--- config.mk ---
export PLATFORM = sky130hd
export DESIGN_NAME = drbg_out_buffer
export DESIGN_NICKNAME = d
export VERILOG_FILES = /design/src/rtl/drbg_out_buffer.sv
export SDC_FILE = /design/constraint.sdc
export NUM_CORES = 1
export LEC_CHECK = 0
export CAP_MARGIN = 0
export CORE_ASPECT_RATIO = 2
export CORE_MARGIN = 2
export CORE_UTILIZATION = 30
export DETAILED_ROUTE_END_ITERATION = 8
export PLACE_DENSITY_LB_ADDON = 0.15
export SKIP_CTS_REPAIR_TIMING = 1
export SLEW_MARGIN = 20
export SYNTH_ARGS = -nofsm -noshare
export SYNTH_HDL_FRONTEND = slang
export SYNTH_SLANG_ARGS = --single-unit
--- constraint.sdc ---
create_clock -name clk -period 6.6 [get_ports clk]
set_clock_uncertainty 0.05 [all_clocks]
set_input_delay 0.99 -clock clk [delete_from_list [all_inputs] [get_ports clk]]
set_output_delay 0.99 -clock clk [all_outputs]
set_load 0.005 [all_outputs]
--- src/rtl/drbg_out_buffer.sv ---
// Sequencer and output buffer for an AES-128 CTR_DRBG core.
// Latency: a block pushed into an empty FIFO is visible on out_valid_o the next cycle;
// command pulses are registered and appear one cycle after the FSM decides to issue.
// Backpressure: out_ready_i low holds out_data_o; a generate is issued only when BATCH slots are free.
//
// Ports:
//   clk, rst_n                       clock, asynchronous active-low reset
//   enable_i                         gates new instantiate/generate/reseed commands
//   drbg_*_o                         command pulses and fixed batch size toward the DRBG
//   drbg_done_i, drbg_random_*_i     completion pulse and random block stream from the DRBG
//   out_valid_o/out_ready_i/out_data_o  serialized word stream, most significant word first
//   level_o, seeded_o, overflow_o, short_err_o  status (overflow and short_err are sticky)
module drbg_out_buffer #(
    parameter int DEPTH           = 4,
    parameter int BATCH           = 2,
    parameter int OUT_BITS        = 32,
    parameter int RESEED_INTERVAL = 510
) (
    input  logic                       clk,
    input  logic                       rst_n,
    input  logic                       enable_i,
    output logic                       drbg_instantiate_o,
    output logic                       drbg_reseed_o,
    output logic                       drbg_generate_o,
    output logic [15:0]                drbg_num_blocks_o,
    input  logic                       drbg_done_i,
    input  logic                       drbg_random_valid_i,
    input  logic [127:0]               drbg_random_block_i,
    output logic                       out_valid_o,
    input  logic                       out_ready_i,
    output logic [OUT_BITS-1:0]        out_data_o,
    output logic [$clog2(DEPTH):0]     level_o,
    output logic                       seeded_o,
    output logic                       overflow_o,
    output logic                       short_err_o
);

    localparam int AW  = $clog2(DEPTH);
    localparam int LW  = AW + 1;
    localparam int WPB = 128 / OUT_BITS;
    localparam int WIW = (WPB > 1) ? $clog2(WPB) : 1;
    localparam int GCW = $clog2(RESEED_INTERVAL + 1);
    // rcvd saturates at BATCH+1 so an over-delivering DRBG still reads as "not BATCH"
    localparam int RCW = $clog2(BATCH + 2);

    typedef enum logic [2:0] {
        S_INIT,
        S_INIT_WAIT,
        S_IDLE,
        S_GEN_WAIT,
        S_RESEED_WAIT
    } state_t;

    // ------------------------------------------------------------------
    // Block FIFO
    // ------------------------------------------------------------------
    logic [127:0]         mem [DEPTH];
    logic [AW-1:0]        wr_ptr;
    logic [AW-1:0]        rd_ptr;
    logic [LW-1:0]        count;
    logic [WIW-1:0]       word_idx;

    logic                 xfer;
    logic                 last_word;
    logic                 pop;
    logic                 push;
    logic                 push_drop;
    logic [LW-1:0]        free_slots;
    logic [127:0]         head;
    logic [OUT_BITS-1:0]  words [WPB];

    assign out_valid_o = (count != '0);
    assign xfer        = out_valid_o && out_ready_i;
    assign last_word   = (word_idx == WIW'(WPB - 1));
    assign pop         = xfer && last_word;
    // A pop in the same cycle frees the slot the incoming block needs.
    assign push        = drbg_random_valid_i && ((count != LW'(DEPTH)) || pop);
    assign push_drop   = drbg_random_valid_i && !push;
    assign free_slots  = LW'(DEPTH) - count;
    assign level_o     = count;

    assign head = mem[rd_ptr];

    always_comb begin
        for (int i = 0; i < WPB; i++) begin
            words[i] = head[(WPB - 1 - i) * OUT_BITS +: OUT_BITS];
        end
    end

    // Output is masked to zero when empty so stale storage never shows.
    assign out_data_o = out_valid_o ? words[word_idx] : '0;

    always_ff @(posedge clk) begin
        if (push) begin
            mem[wr_ptr] <= drbg_random_block_i;
        end
    end

    always_ff @(posedge clk or negedge rst_n) begin
        if (!rst_n) begin
            wr_ptr     <= '0;
            rd_ptr     <= '0;
            count      <= '0;
            word_idx   <= '0;
            overflow_o <= 1'b0;
        end else begin
            if (push) begin
                wr_ptr <= wr_ptr + 1'b1;
            end
            if (pop) begin
                rd_ptr   <= rd_ptr + 1'b1;
                word_idx <= '0;
            end else if (xfer) begin
                word_idx <= word_idx + 1'b1;
            end
            case ({push, pop})
                2'b10:   count <= count + 1'b1;
                2'b01:   count <= count - 1'b1;
                default: count <= count;
            endcase
            if (push_drop) begin
                overflow_o <= 1'b1;
            end
        end
    end

    // ------------------------------------------------------------------
    // Command sequencer
    // ------------------------------------------------------------------
    state_t            state;
    state_t            state_n;
    logic [GCW-1:0]    gen_count;
    logic [GCW-1:0]    gen_count_n;
    logic [RCW-1:0]    rcvd;
    logic [RCW-1:0]    rcvd_n;
    logic [RCW-1:0]    rcvd_eff;
    logic              seeded_n;
    logic              short_n;
    logic              inst_n;
    logic              reseed_n;
    logic              gen_n;

    assign drbg_num_blocks_o = 16'(BATCH);

    // Includes a block arriving in the same cycle as done.
    assign rcvd_eff = (drbg_random_valid_i && (rcvd != RCW'(BATCH + 1))) ? rcvd + 1'b1 : rcvd;

    always_comb begin
        state_n     = state;
        gen_count_n = gen_count;
        rcvd_n      = rcvd;
        seeded_n    = seeded_o;
        short_n     = short_err_o;
        inst_n      = 1'b0;
        reseed_n    = 1'b0;
        gen_n       = 1'b0;
        case (state)
            S_INIT: begin
                if (enable_i) begin
                    inst_n  = 1'b1;
                    state_n = S_INIT_WAIT;
                end
            end
            S_INIT_WAIT: begin
                if (drbg_done_i) begin
                    seeded_n    = 1'b1;
                    gen_count_n = '0;
                    state_n     = S_IDLE;
                end
            end
            S_IDLE: begin
                if (enable_i) begin
                    if (gen_count == GCW'(RESEED_INTERVAL)) begin
                        reseed_n = 1'b1;
                        state_n  = S_RESEED_WAIT;
                    end else if (free_slots >= LW'(BATCH)) begin
                        gen_n   = 1'b1;
                        rcvd_n  = '0;
                        state_n = S_GEN_WAIT;
                    end
                end
            end
            S_GEN_WAIT: begin
                rcvd_n = rcvd_eff;
                if (drbg_done_i) begin
                    state_n = S_IDLE;
                    if (rcvd_eff != RCW'(BATCH)) begin
                        // A short or rejected generate forces a reseed next.
                        short_n     = 1'b1;
                        gen_count_n = GCW'(RESEED_INTERVAL);
                    end else begin
                        gen_count_n = gen_count + 1'b1;
                    end
                end
            end
            S_RESEED_WAIT: begin
                if (drbg_done_i) begin
                    gen_count_n = '0;
                    state_n     = S_IDLE;
                end
            end
            default: begin
                state_n = S_INIT;
            end
        endcase
    end

    always_ff @(posedge clk or negedge rst_n) begin
        if (!rst_n) begin
            state              <= S_INIT;
            gen_count          <= '0;
            rcvd               <= '0;
            seeded_o           <= 1'b0;
            short_err_o        <= 1'b0;
            drbg_instantiate_o <= 1'b0;
            drbg_reseed_o      <= 1'b0;
            drbg_generate_o    <= 1'b0;
        end else begin
            state              <= state_n;
            gen_count          <= gen_count_n;
            rcvd               <= rcvd_n;
            seeded_o           <= seeded_n;
            short_err_o        <= short_n;
            drbg_instantiate_o <= inst_n;
            drbg_reseed_o      <= reseed_n;
            drbg_generate_o    <= gen_n;
        end
    end

endmodule

==> impl_metrics.json, run 1 <==
{
  "dr_wl_met3_um": 2810,
  "htree_levels": 2,
  "worstPathMaxFanout": 22,
  "synth_ff_type": "edfxtp_1",
  "antenna_cells": 0,
  "via_count": 11100,
  "overflow": 0,
  "yosysWarnings": 0,
  "fin_util_pct": 36.4,
  "yosysUniqueCellTypes": 44,
  "slew_violations": 0,
  "synth_edf_count": 512,
  "die_h_um": 379,
  "power_leakage_nw": 8.83,
  "avgSynthCellArea_um2": 18.0,
  "powerDensity_mw_per_mm2": 439,
  "synthMuxAreaShare_pct": 12.3,
  "netlist.area_leader.share_pct": 72.8,
  "synth_top_area_cell": "edfxtp_1",
  "synth-simple-area-share_pct": 2.79,
  "fin_crit_sh_pct": 75.6,
  "ios": 192,
  "status": "complete, no violations",
  "ys_ff_latch": 541,
  "cts_tree": "done",
  "top_layer": "met5",
  "drt-initial-drc-count": 510,
  "setup_tns_ns": 0,
  "grt_antenna_before_repair": 12,
  "syn_to_final_growth_pct": 20.3,
  "worst_setup_path_end_kind": "primary output",
  "synth_fa_ha_area_share_pct": 0.806,
  "grt_pass1_wl_um": 76200,
  "min-delay-path-class": "register to register",
  "nets": 1506,
  "peakVddDrop_mv": 0.255,
  "r2r-end": "mem[0][32]",
  "place_area_mm2": 0.0238,
  "met1_length_um": 20900,
  "core_mm2": 0.0698,
  "synthTopCellsByCount": "512 x edfxtp_1, 257 x mux2i_1, 128 x o22ai_1",
  "syn_area_mm2": 0.0211,
  "finalWeightedCongestion": 0.779,
  "crit_type": "register to primary output",
  "tightestPinTransition_ns": 1.01,
  "synth_compound_area_share_pct": 5.14,
  "avgRoutedWirePerCell_um": 22.8,
  "drc": 0,
  "drive_gt1_share_pct": 7.80,
  "dp_hpwl_um": 30700,
  "grt_pass1_vias": 11800,
  "rows": 137,
  "clk_latency_ns": 0.58,
  "cp.arrival_ns": 3.95,
  "die_w_um": 192,
  "cts_root_buffer": "clkbuf_16",
  "grt_use_total_pct": 14.4,
  "numClockSinks": 541,
  "hold_viol": 0,
  "whs_ns": 0.426,
  "synth_area_leaders": "edfxtp_1 73%, mux2i_1 12%, o22ai_1 3.8%",
  "fmax_ghz": 0.201,
  "reg2reg_setup_slack_ns": 2.98,
  "slew-limit-headroom_pct": 33.0,
  "r2r_start": "level_o[0]",
  "drt_pass1_iterations": 5,
  "timing.final.crit_period_ns": 4.99,
  "setup_viol": 0,
  "yosysSeqAreaShare_pct": 76.2,
  "cp-startpoint": "level_o[0]",
  "portBuffers": 175,
  "synth_top_family_by_area": "multiplexers",
  "drt-total-wl_um": 52400,
  "syn_inst": 1173,
  "wl_met2_um": 27400,
  "antenna_left": 0,
  "synth_xor_area_share_pct": 0.207,
  "start_util_pct": 30.3,
  "async_reset_ff_share_pct": 5.36,
  "via_per_inst": 4.82,
  "cts_buffers": 50,
  "clockBufferDepth": 3,
  "endpoint": "out_data_o[17]",
  "grt_start_max_net_pins": 129,
  "synth_most_common_cell": "edfxtp_1",
  "design_area_mm2": 0.0254,
  "critPathRequiredTime_ns": 5.56,
  "reg2regPathDepth": 7,
  "cap_violations": 0,
  "cts.clk_slew.worst_paths_ns": 0.07,
  "die-area_mm2": 0.0727,
  "min_delay_path_depth": 1,
  "worstSetupStartpointType": "register",
  "rsz0062_at_grt": "false"
}
## cells by family (layout without fill, tap and decap cells)
group | after synthesis | after routing
AO/OA/AOI/OAI | 170 | 170
multiplexers | 259 | 259
XOR/XNOR | 5 | 5
adder cells (fa/ha/maj) | 13 | 13
AND/OR/NAND/NOR | 98 | 98
other | 2 | 16
buffers and inverters | 85 | 296
flip-flops | 541 | 541
## flip-flops by register name, indices dropped and copies added (netlist names), 2 cells and up
name	cells
level_o	3
wr_ptr	2
mem	512
state	3
gen_count	9
rd_ptr	2
rcvd	2
word_idx	2
## critical path: stages (launching register included)
cell             delay (ns)
dfrtp_1                0.41
inv_1                  0.14
ha_1                   0.20
ha_1                   0.24
nor2b_1                0.14
nand2_2                0.60
buf_4                  0.40
o22ai_1                0.17
or4_1                  0.57
clkdlybuf4s50_1        0.48
## metal layers
layer	vias to the layer above	global-route usage, %
met3	86	3.19
met2	259	26.3
met4	14	4.11
met5	-	0
met1	5664	16.6
li1	5058	-
## worst min path at each step
stage / start / endpoint / slack [ns]
after floorplan: overflow_o / overflow_o / 0.42
after global placement: seeded_o / seeded_o / 0.40
after detailed placement: short_err_o / short_err_o / 0.42
after CTS: short_err_o / short_err_o / 0.44
after global routing: seeded_o / seeded_o / 0.46
final: seeded_o / seeded_o / 0.43
## cell usage in the layout, fill, tap and decap left out, types with 6 or more instances in the layout
| master | count |
|---|---|
| edfxtp_1 | 512 |
| mux2i_1 | 257 |
| clkdlybuf4s50_1 | 175 |
| o22ai_1 | 128 |
| clkbuf_16 | 53 |
| or4_1 | 32 |
| dfrtp_1 | 28 |
| conb_1 | 16 |
| o21ai_0 | 15 |
| inv_1 | 13 |
| ha_1 | 12 |
| clkinv_1 | 12 |
| nand2_1 | 11 |
| buf_4 | 10 |
| nor2_1 | 9 |
| clkinv_2 | 9 |
| nand3_1 | 7 |
| a22o_1 | 7 |
| clkbuf_1 | 7 |
| buf_12 | 7 |
| nor2b_1 | 6 |
| nand2_2 | 6 |
## layout make-up
type                            instances  area [µm²]
Timing Repair Buffer                  192        1970
Inverter                               13        48.8
Clock inverter                         31         239
Fill cell                            6480       44300
Multi-Input combinational cell        561        4580
Tap cell                              903        1130
Sequential cell                       541       16100
Clock buffer                           60        1350
## through the flow
stage,total power (W),cells,worst slack [ns]
after floorplan,0.00698,1187,1.55
after global placement,0.00850,2210,2.20
after detailed placement,0.00852,2210,2.16
after CTS,0.0114,2301,1.50
after global routing,0.0118,2301,1.40
final,0.0112,2301,1.61
## power by group
group,switching (W),internal [W]
clock,0.00127,0.00158
sequential,0.000285,0.00454
combinational,0.00197,0.00154
total,0.00352,0.00765
No activity file was read; power rests on OpenSTA's default activity.
==> run 2, diff against run 1 <==
- clock period: 6.6 -> 4 ns (I/O delays scaled with it)
==> run 2 against run 1 <==
Net effect: wire length increased by 3.7%; non-clock buffer count rose by 34; critical path depth stayed put; design area grew 2.5%; sequential power grew 63%; count of clock-buffer cells in the layout is 1 higher; die area unchanged; sequential cell count unchanged.
==> impl_metrics.json, run 2 (synthesized netlist as in run 1, its figures left out) <==
{
  "dp_hpwl_um": 32700,
  "clockBufferDepth": 3,
  "drt_pass1_iterations": 5,
  "cap_violations": 0,
  "antenna_left": 0,
  "overflow": 0,
  "clk_latency_ns": 0.60,
  "finalWeightedCongestion": 0.775,
  "fmax_ghz": 0.261,
  "largest_register_ffs": 512,
  "grt_antenna_before_repair": 11,
  "slowest_delay_ns": 0.57,
  "fin_util_pct": 37.3,
  "avgRoutedWirePerCell_um": 23.3,
  "rsz0062_at_grt": "false",
  "final_common_cell": "edfxtp_1",
  "grt_start_max_net_pins": 71,
  "syn_to_final_growth_pct": 23.3,
  "power_leakage_nw": 9.16,
  "crit_type": "register to primary output",
  "rows": 137,
  "core_mm2": 0.0698,
  "crit_buf_inv": 3,
  "crit_family": "buffers and inverters",
  "cts.clk_slew.worst_paths_ns": 0.06,
  "worst_setup_path_end_kind": "primary output",
  "die_w_um": 192,
  "htree_levels": 2,
  "drt-total-wl_um": 54300,
  "numClockSinks": 541,
  "slew_violations": 0,
  "crit_chain": "inv_2 -> ha_2 -> ha_4 -> nor2_2 -> nand2_4 -> clkbuf_16 -> o22ai_1 -> or4_1 -> clkdlybuf4s50_1",
  "powerDensity_mw_per_mm2": 735,
  "peakVddDrop_mv": 0.402,
  "whs_ns": 0.415,
  "via_count": 11100,
  "switchingPower_w": 0.00595,
  "drive_gt1_share_pct": 10.7,
  "tightestPinTransition_ns": 0.865,
  "drt-initial-drc-count": 462,
  "hold_viol": 0,
  "via_per_inst": 4.77,
  "top_regs": "mem x512, gen_count x9",
  "fin_crit_sh_pct": 95.7,
  "cts_tree": "done",
  "largest_register": "mem",
  "die_h_um": 379,
  "antenna_cells": 0,
  "worstPathMaxFanout": 8,
  "grt_pass1_vias": 11900,
  "die-area_mm2": 0.0727,
  "drc": 0,
  "slew-limit-headroom_pct": 42.2,
  "cts_buffers": 51,
  "cp_slowest_cell": "or4_1",
  "min-delay-path-class": "register to register",
  "swShare_pct": 31.1,
  "timing.final.crit_period_ns": 3.83,
  "seqPwrFrac_pct": 41.0,
  "grt_use_total_pct": 14.6,
  "critPathRequiredTime_ns": 3.35,
  "layout_common_cells": "512 x edfxtp_1, 257 x mux2i_1, 175 x clkdlybuf4s50_1, 128 x o22ai_1, 55 x clkbuf_16",
  "worstSetupStartpointType": "register",
  "p_comb_share_pct": 33.5,
  "start_util_pct": 30.3,
  "clkPwrFrac_pct": 25.4,
  "setup_viol": 0,
  "p_int_w": 0.0132,
  "cp.arrival_ns": 3.18,
  "status": "complete, no violations",
  "ios": 192,
  "portBuffers": 175,
  "nets": 1541,
  "grt_pass1_wl_um": 77200,
  "cts_root_buffer": "clkbuf_16",
  "fill_cells": 6488
}
-- run 2: layout make-up --
type,count,area [µm²],share of cell area [%]
clock buffer,61,1360,5.21
clock inverter,31,300,1.15
inverter,13,48.8,0.187
multi-input combinational,561,4620,17.7
sequential,541,16100,61.8
tap,903,1130,4.34
timing repair buffer,226,2490,9.55
-- run 2: path summary, 6_finish.rpt --
kind / startpoint / to / slack, ns / cells after the start
min in group asynchronous: rst_n / word_idx[0] / 0.44 / 1
worst min register to register: seeded_o / seeded_o / 0.42 / 1
max in group asynchronous: rst_n / gen_count[8] / 2.75 / 2
worst max-delay path: level_o[0] / out_data_o[17] / 0.17 / 9
worst max register to register: level_o[0] / mem[3][117] / 0.99 / 7
worst min-delay path: seeded_o / seeded_o / 0.42 / 1
-- run 2: power groups by stage --
stage	combinational, W	clock [W]	sequential [W]
2_1_floorplan	0.00354	0	0.00790
3_3_place_gp	0.00637	0	0.00793
3_5_place_dp	0.00636	0	0.00797
4_1_cts	0.00639	0.00503	0.00785
5_1_grt	0.00698	0.00523	0.00795
6_report	0.00642	0.00487	0.00785
-- run 2: per-stage QoR --
step	area, µm²	setup WS [ns]	setup TNS [ns]	power, W	std cells
finish	26000	0.172	0	0.0191	2336
global route	26000	0.0234	0	0.0202	2336
CTS	25900	-0.327	-6.57	0.0193	2332
detailed placement	24200	0.339	0	0.0143	2240
global placement	24200	0.360	0	0.0143	2240
floorplan	21200	0.362	0	0.0114	1187
-- run 2: metal layers --
| layer | part of all wire (%) | GRT usage (%) |
|---|---|---|
| met1 | 40 | 16.9 |
| met2 | 53 | 26.8 |
| met3 | 4.8 | 3.41 |
| met4 | 2.2 | 4.05 |
| met5 | 0.17 | 0 |
